===== src/rtl/rbm_pkg.sv =====
// Shared constants and types for the RBM Gibbs-sampling datapath
// (sigmoid LUT -> Bernoulli sampler -> state buffer).
package rbm_pkg;

  localparam int unsigned P_W_DEFAULT    = 16;
  localparam int unsigned PACK_W_DEFAULT = 32;
  localparam int unsigned LFSR_W_DEFAULT = 32;

  // x^32 + x^22 + x^2 + x + 1, maximal-length Galois form
  localparam logic [31:0] LFSR_TAPS    = 32'h8020_0003;
  localparam logic [31:0] SEED_DEFAULT = 32'hACE1_1234;

  // Unsigned Q0.16 probability as emitted by the sigmoid LUT
  typedef logic [P_W_DEFAULT-1:0] prob_t;

endpackage


===== src/rtl/bernoulli_sampler_if.sv =====
// Probability-in / packed-word-out stream bundle for the Bernoulli sampler.
// The sampler uses the slave view; the sigmoid/state-buffer side uses master.
interface bernoulli_sampler_if
  import rbm_pkg::*;
#(
  parameter int P_W    = P_W_DEFAULT,
  parameter int PACK_W = PACK_W_DEFAULT
);

  localparam int NB_W = $clog2(PACK_W) + 1;

  logic              in_valid;
  logic              in_ready;
  logic [P_W-1:0]    in_p;
  logic              in_last;
  logic              out_valid;
  logic              out_ready;
  logic [PACK_W-1:0] out_word;
  logic [NB_W-1:0]   out_nbits;
  logic              out_last;

  modport slave (
    input  in_valid, in_p, in_last, out_ready,
    output in_ready, out_valid, out_word, out_nbits, out_last
  );

  modport master (
    output in_valid, in_p, in_last, out_ready,
    input  in_ready, out_valid, out_word, out_nbits, out_last
  );

endinterface


===== src/rtl/lfsr_galois.sv =====
// Galois LFSR that advances one step per request; a loaded all-zero seed
// is replaced by DEFAULT so the register can never lock up.
module lfsr_galois #(
  parameter int           W       = 32,
  parameter logic [W-1:0] TAPS    = rbm_pkg::LFSR_TAPS,
  parameter logic [W-1:0] DEFAULT = rbm_pkg::SEED_DEFAULT
) (
  input  logic         clk,
  input  logic         rst_n,
  input  logic         load,
  input  logic [W-1:0] load_val,
  input  logic         step,
  output logic [W-1:0] state
);

  logic [W-1:0] r_state;
  logic [W-1:0] w_next;
  logic [W-1:0] w_seed;

  assign w_next = (r_state >> 1) ^ (r_state[0] ? TAPS : '0);
  assign w_seed = (load_val == '0) ? DEFAULT : load_val;

  // NOTE: sequential state is written with non-blocking assignments only, so
  // every flop samples the pre-edge value of its neighbours.
  always_ff @(posedge clk or negedge rst_n) begin
    if (!rst_n) begin
      r_state <= DEFAULT;
    end else if (load) begin
      r_state <= w_seed;
    end else if (step) begin
      r_state <= w_next;
    end
  end

  assign state = r_state;

endmodule


===== src/rtl/bernoulli_sampler.sv =====
// Draws one binary unit state per accepted probability (rnd < p) and packs
// the bits LSB-first into words for the Gibbs state-vector buffer.
module bernoulli_sampler
  import rbm_pkg::*;
#(
  parameter int                P_W          = P_W_DEFAULT,
  parameter int                PACK_W       = PACK_W_DEFAULT,
  parameter int                LFSR_W       = LFSR_W_DEFAULT,
  parameter logic [LFSR_W-1:0] LFSR_TAPS    = rbm_pkg::LFSR_TAPS,
  parameter logic [LFSR_W-1:0] SEED_DEFAULT = rbm_pkg::SEED_DEFAULT
) (
  input  logic                       clk,
  input  logic                       rst_n,
  input  logic                       seed_we,
  input  logic [LFSR_W-1:0]          seed,
  bernoulli_sampler_if.slave         bus
);

  localparam int CNT_W = $clog2(PACK_W) + 1;

  logic [LFSR_W-1:0] w_lfsr;
  logic [P_W-1:0]    w_rnd;
  logic              w_accept;
  logic              w_bit;
  logic              w_flush;
  logic [PACK_W-1:0] w_pack_next;

  logic [PACK_W-1:0] r_pack;
  logic [CNT_W-1:0]  r_count;
  logic              r_out_valid;
  logic [PACK_W-1:0] r_out_word;
  logic [CNT_W-1:0]  r_out_nbits;
  logic              r_out_last;

  // A seed load wins over the accept-advance; the sample below still sees
  // the pre-load state because it reads the current register value.
  lfsr_galois #(
    .W       (LFSR_W),
    .TAPS    (LFSR_TAPS),
    .DEFAULT (SEED_DEFAULT)
  ) u_lfsr (
    .clk      (clk),
    .rst_n    (rst_n),
    .load     (seed_we),
    .load_val (seed),
    .step     (w_accept),
    .state    (w_lfsr)
  );

  generate
    if (LFSR_W > P_W) begin : g_lfsr_hi
      logic w_unused_lfsr_hi;
      assign w_unused_lfsr_hi = ^w_lfsr[LFSR_W-1:P_W];
    end
  endgenerate

  assign w_rnd    = w_lfsr[P_W-1:0];
  assign bus.in_ready = !r_out_valid || bus.out_ready;
  assign w_accept = bus.in_valid && bus.in_ready;

  // p = all-ones means probability 1.0, which the strict compare cannot reach
  assign w_bit = (bus.in_p == '1) || (w_rnd < bus.in_p);

  assign w_pack_next = r_pack | ({{(PACK_W-1){1'b0}}, w_bit} << r_count);
  assign w_flush     = w_accept &&
                       (bus.in_last || (r_count == CNT_W'(PACK_W - 1)));

  always_ff @(posedge clk or negedge rst_n) begin
    if (!rst_n) begin
      r_pack  <= '0;
      r_count <= '0;
    end else if (w_accept) begin
      if (w_flush) begin
        r_pack  <= '0;
        r_count <= '0;
      end else begin
        r_pack  <= w_pack_next;
        r_count <= r_count + CNT_W'(1);
      end
    end
  end

  // A flush can only occur when the slot is free or draining this edge,
  // so loading it never overwrites an unconsumed word.
  always_ff @(posedge clk or negedge rst_n) begin
    if (!rst_n) begin
      r_out_valid <= 1'b0;
      r_out_word  <= '0;
      r_out_nbits <= '0;
      r_out_last  <= 1'b0;
    end else if (w_flush) begin
      r_out_valid <= 1'b1;
      r_out_word  <= w_pack_next;
      r_out_nbits <= r_count + CNT_W'(1);
      r_out_last  <= bus.in_last;
    end else if (bus.out_ready) begin
      r_out_valid <= 1'b0;
    end
  end

  assign bus.out_valid = r_out_valid;
  assign bus.out_word  = r_out_word;
  assign bus.out_nbits = r_out_nbits;
  assign bus.out_last  = r_out_last;

endmodule


===== src/flat_wrapper.sv =====
// flat-port wrapper written by rule: the top's interface ports become plain ports
module bernoulli_sampler_flat import rbm_pkg::*;
#(
  parameter int                P_W          = P_W_DEFAULT,
  parameter int                PACK_W       = PACK_W_DEFAULT,
  parameter int                LFSR_W       = LFSR_W_DEFAULT,
  parameter logic [LFSR_W-1:0] LFSR_TAPS    = rbm_pkg::LFSR_TAPS,
  parameter logic [LFSR_W-1:0] SEED_DEFAULT = rbm_pkg::SEED_DEFAULT
)
  (clk, rst_n, seed_we, seed, bus_in_valid, bus_in_p, bus_in_last, bus_out_ready, bus_in_ready, bus_out_valid, bus_out_word, bus_out_nbits, bus_out_last);
  bernoulli_sampler_if #(.P_W(P_W), .PACK_W(PACK_W)) bus_i ();
  input  logic clk;
  input  logic rst_n;
  input  logic seed_we;
  input  logic [LFSR_W-1:0] seed;
  input wire logic [$bits(bus_i.in_valid)-1:0] bus_in_valid;
  input wire logic [$bits(bus_i.in_p)-1:0] bus_in_p;
  input wire logic [$bits(bus_i.in_last)-1:0] bus_in_last;
  input wire logic [$bits(bus_i.out_ready)-1:0] bus_out_ready;
  output wire logic [$bits(bus_i.in_ready)-1:0] bus_in_ready;
  output wire logic [$bits(bus_i.out_valid)-1:0] bus_out_valid;
  output wire logic [$bits(bus_i.out_word)-1:0] bus_out_word;
  output wire logic [$bits(bus_i.out_nbits)-1:0] bus_out_nbits;
  output wire logic [$bits(bus_i.out_last)-1:0] bus_out_last;
  assign bus_i.in_valid = bus_in_valid;
  assign bus_i.in_p = bus_in_p;
  assign bus_i.in_last = bus_in_last;
  assign bus_i.out_ready = bus_out_ready;
  assign bus_in_ready = bus_i.in_ready;
  assign bus_out_valid = bus_i.out_valid;
  assign bus_out_word = bus_i.out_word;
  assign bus_out_nbits = bus_i.out_nbits;
  assign bus_out_last = bus_i.out_last;
  bernoulli_sampler #(.P_W(P_W), .PACK_W(PACK_W), .LFSR_W(LFSR_W), .LFSR_TAPS(LFSR_TAPS), .SEED_DEFAULT(SEED_DEFAULT)) u_core (.clk(clk), .rst_n(rst_n), .seed_we(seed_we), .seed(seed), .bus(bus_i));
endmodule

===== config.mk =====
export PLATFORM = sky130hd
export DESIGN_NAME = bernoulli_sampler_flat
export DESIGN_NICKNAME = d
export VERILOG_FILES = /design/src/rtl/rbm_pkg.sv /design/src/rtl/bernoulli_sampler_if.sv /design/src/rtl/lfsr_galois.sv /design/src/rtl/bernoulli_sampler.sv /design/src/flat_wrapper.sv
export SDC_FILE = /design/constraint.sdc
export NUM_CORES = 1
export LEC_CHECK = 0
export CAP_MARGIN = 20
export CORE_ASPECT_RATIO = 1.5
export CORE_UTILIZATION = 57
export DETAILED_ROUTE_END_ITERATION = 10
export PLACE_DENSITY = 0.83
export SLEW_MARGIN = 0
export SYNTH_ARGS = -nofsm -noshare
export SYNTH_HDL_FRONTEND = slang
export SYNTH_SLANG_ARGS = --single-unit

===== constraint.sdc =====
create_clock -name clk -period 5.25 [get_ports clk]
set_input_delay 1.05 -clock clk [delete_from_list [all_inputs] [get_ports clk]]
set_output_delay 1.05 -clock clk [all_outputs]
set_load 0.01 [all_outputs]

==> reports/metrics.cfg <==
[floorplan]
initial_utilization = 0.593
die-area_um2 = 10100
die_y_um = 123
num_rows = 43
coreArea_um2 = 9360
io_pins = 95
die_w_um = 82.6

[pwr]
cellLeakagePower_nw = 3.10
pwr_density_cell_nw_per_um2 = 311
peakVddDrop_mv = 0.213
design_power_total_mw = 2.13

[finish]
area_growth_pct = 23.7
layout.cell_area.non_filler_um2 = 6860
drive_gt1_frac = 0.0681
n_antenna_cell = 0
mostFrequentLayoutCell = dfrtp_1
post_layout_nonfiller_instances = 758
fin_util = 0.733
layout_common_cells = dfrtp_1, clkdlybuf4s50_1, nand2_1, nor2_1
nets = 711

[sta]
relSlewSlack = 0.318
rsz0062_at_grt = no
fmax_mhz = 265
setup_viol = 0
min_period_over_period = 0.718
layout_min_cycle_time_ns = 3.77
skew_ns = 0.00892
hold_slack_ns = 0.483
finalHoldViolCount = 0
fin_setup_tns_ns = 0
worst-slew-pin-transition_ns = 1.02
slew_violations = 0
fin_ws_ns = 1.48

[route]
drc = 0
antenna_left = 0
avgRoutedWirePerCell_um = 17.4
vias = 4615
via_per_inst = 6.09
detail_route.iter0.violations = 372
wl_um = 13200
first_pass_iters = 4

[logic_synthesis]
avgSynthCellArea_um2 = 9.68
synth-xor-area-share = 0.0111
synth_fa_ha_area_frac = 0.0361
synth-compound-area-share = 0.159
seq_area_frac_synth = 0.499
synth_top_family_by_area = simple AND/OR/NAND/NOR gates
yosysWarnings = 0
muxShareOfSynthArea = 0.0904
netlist_area_um2 = 5550
synthCells = 573
syn_nets = 643
yosys.area_share.simple = 0.161
ys_types = 39
synth.ff_latch_count = 110

[clock_network]
post_cts_resized = 0
cts_root_buf = clkbuf_16
cts_tree = done
cts_buffer_depth = 2
numClockSinks = 110
cts_inserted_buffers = 9
h-tree-depth = 3
post_cts_buffers = 0
insertion_delay_ns = 0.35
clk_pin_slew_ns = 0.07
ctsHoldBuffers = 0

[worst_setup_path]
worst_ep_required_time_ns = 5.46
start_kind = input pin
r2r_cells = 5
worst-setup-path-type = in2reg
cp.arrival_ns = 3.98
cpPeakStageDelay_ns = 0.52
cp_cell_sequence = clkdlybuf4s50_1, inv_1, ha_1, a2111oi_0, nand3b_1, a41oi_4, buf_4, o41ai_1
endpoint_kind = register
cp_max_fo = 36
crit_slowest_cell = clkdlybuf4s50_1

[hold_path]
hold_path.class = reg2reg
whs_path_depth = 2

[run_status]
status = complete, no violations

[grt]
grt_usage = 0.287
antenna_found_initial = 0
grt_max_degree = 78
first_global_vias = 4581
grt_pass1_wl_um = 21900
grt_remaining_overflow = 0

[place]
post-place-cells = 741
dp_hpwl_um = 9110
pre_cts_ws_ns = 1.18
placed_area_um2 = 6500
place_congestion = 0.942
portBuffers = 94

[run]
drv_cap = 0

-- cell families (layout without fill, tap and decap cells) --
| group | count (synthesis) | count (layout) |
|---|---|---|
| AOI/OAI and AO/OA | 128 | 128 |
| and+or+nand+nor | 201 | 201 |
| buffers and inverters | 61 | 134 |
| muxes | 50 | 50 |
| xor gates and xnor gates | 7 | 7 |
| adders and majority gates | 16 | 16 |
| DFF | 110 | 110 |
-- power by group --
| group | switching (mW) | total, mW | internal [mW] |
|---|---|---|---|
| clock network | 0.314 | 0.788 | 0.473 |
| registers | 0.0567 | 0.971 | 0.915 |
| logic | 0.204 | 0.373 | 0.169 |
-- Yosys cell counts --
library cell / count / area [µm²]
a31oi_1: 1 / 6.26
nor2b_1: 1 / 6.26
nor3b_1: 2 / 15.0
buf_1: 4 / 15.0
dfrtp_1: 97 / 2430
xnor2_1: 5 / 43.8
o22a_1: 13 / 114
dfstp_2: 13 / 342
a2111oi_0: 1 / 8.76
nor3_1: 3 / 15.0
xor2_1: 2 / 17.5
nand3_1: 11 / 55.1
o21ai_0: 49 / 245
nand4_1: 9 / 56.3
ha_1: 16 / 200
o21bai_1: 1 / 7.51
a311oi_1: 1 / 8.76
or3_1: 7 / 43.8
nand2_1: 91 / 342
a22o_1: 3 / 26.3
and2_1: 4 / 25.0
nand2b_1: 3 / 18.8
a41oi_4: 1 / 27.5
o31ai_1: 34 / 255
buf_2: 5 / 25.0
and3b_1: 1 / 8.76
clkbuf_1: 35 / 131
mux2i_1: 49 / 490
inv_1: 16 / 60.1
buf_6: 1 / 11.3
nor4_1: 9 / 56.3
mux2_2: 1 / 11.3
o41ai_1: 16 / 140
and3_1: 2 / 12.5
a21oi_1: 8 / 40.0
or3b_2: 1 / 8.76
or2_2: 2 / 12.5
nor2_1: 52 / 195
nand3b_1: 3 / 22.5
-- critical path, delay by kind of cell --
family,cells,cell delay [ns]
AO/OA/AOI/OAI,3,1.39
AND/OR/NAND/NOR,1,0.22
buffers and inverters,3,1.02
adder cells (fa/ha/maj),1,0.28
-- layout make-up --
class / instances / area, µm²
Sequential cell: 110 / 2770
Multi-Input combinational cell: 402 / 2540
Tap cell: 112 / 140
Clock buffer: 9 / 225
Fill cell: 710 / 2500
Clock inverter: 7 / 126
Timing Repair Buffer: 102 / 996
Inverter: 16 / 60.1
-- registers in the layout, summed over array words and instances, names as in the netlist --
signal	cells
u_core.bus.out_last	1
u_core.r_count	6
u_core.u_lfsr.state	32
u_core.r_pack	32
u_core.bus.out_valid	1
u_core.bus.out_word	32
u_core.bus.out_nbits	6
-- routing by layer --
metal | GRT usage | routed length (µm)
met5 | 0 | 0
met4 | 0.144 | 490
met3 | 0.0483 | 447
met2 | 0.497 | 7050
met1 | 0.335 | 5180
-- final timing paths --
| path | start | to | slack (ns) |
|---|---|---|---|
| min in group asynchronous | rst_n | u_core.r_pack[1]$_DFFE_PN0P_ | 0.84 |
| worst min register to register | u_core.r_pack[2]$_DFFE_PN0P_ | u_core.r_pack[2]$_DFFE_PN0P_ | 0.48 |
| max in group asynchronous | rst_n | u_core.r_count[2]$_DFFE_PN0P_ | 3.38 |
| worst max-delay path | bus_in_p[1] | u_core.bus.out_word[14]$_DFFE_PN0P_ | 1.48 |
| worst min-delay path | u_core.r_pack[2]$_DFFE_PN0P_ | u_core.r_pack[2]$_DFFE_PN0P_ | 0.48 |
| worst max register to register | u_core.r_count[3]$_DFFE_PN0P_ | u_core.bus.out_word[28]$_DFFE_PN0P_ | 2.03 |
Note: power is estimated with default switching activity, not from simulation.
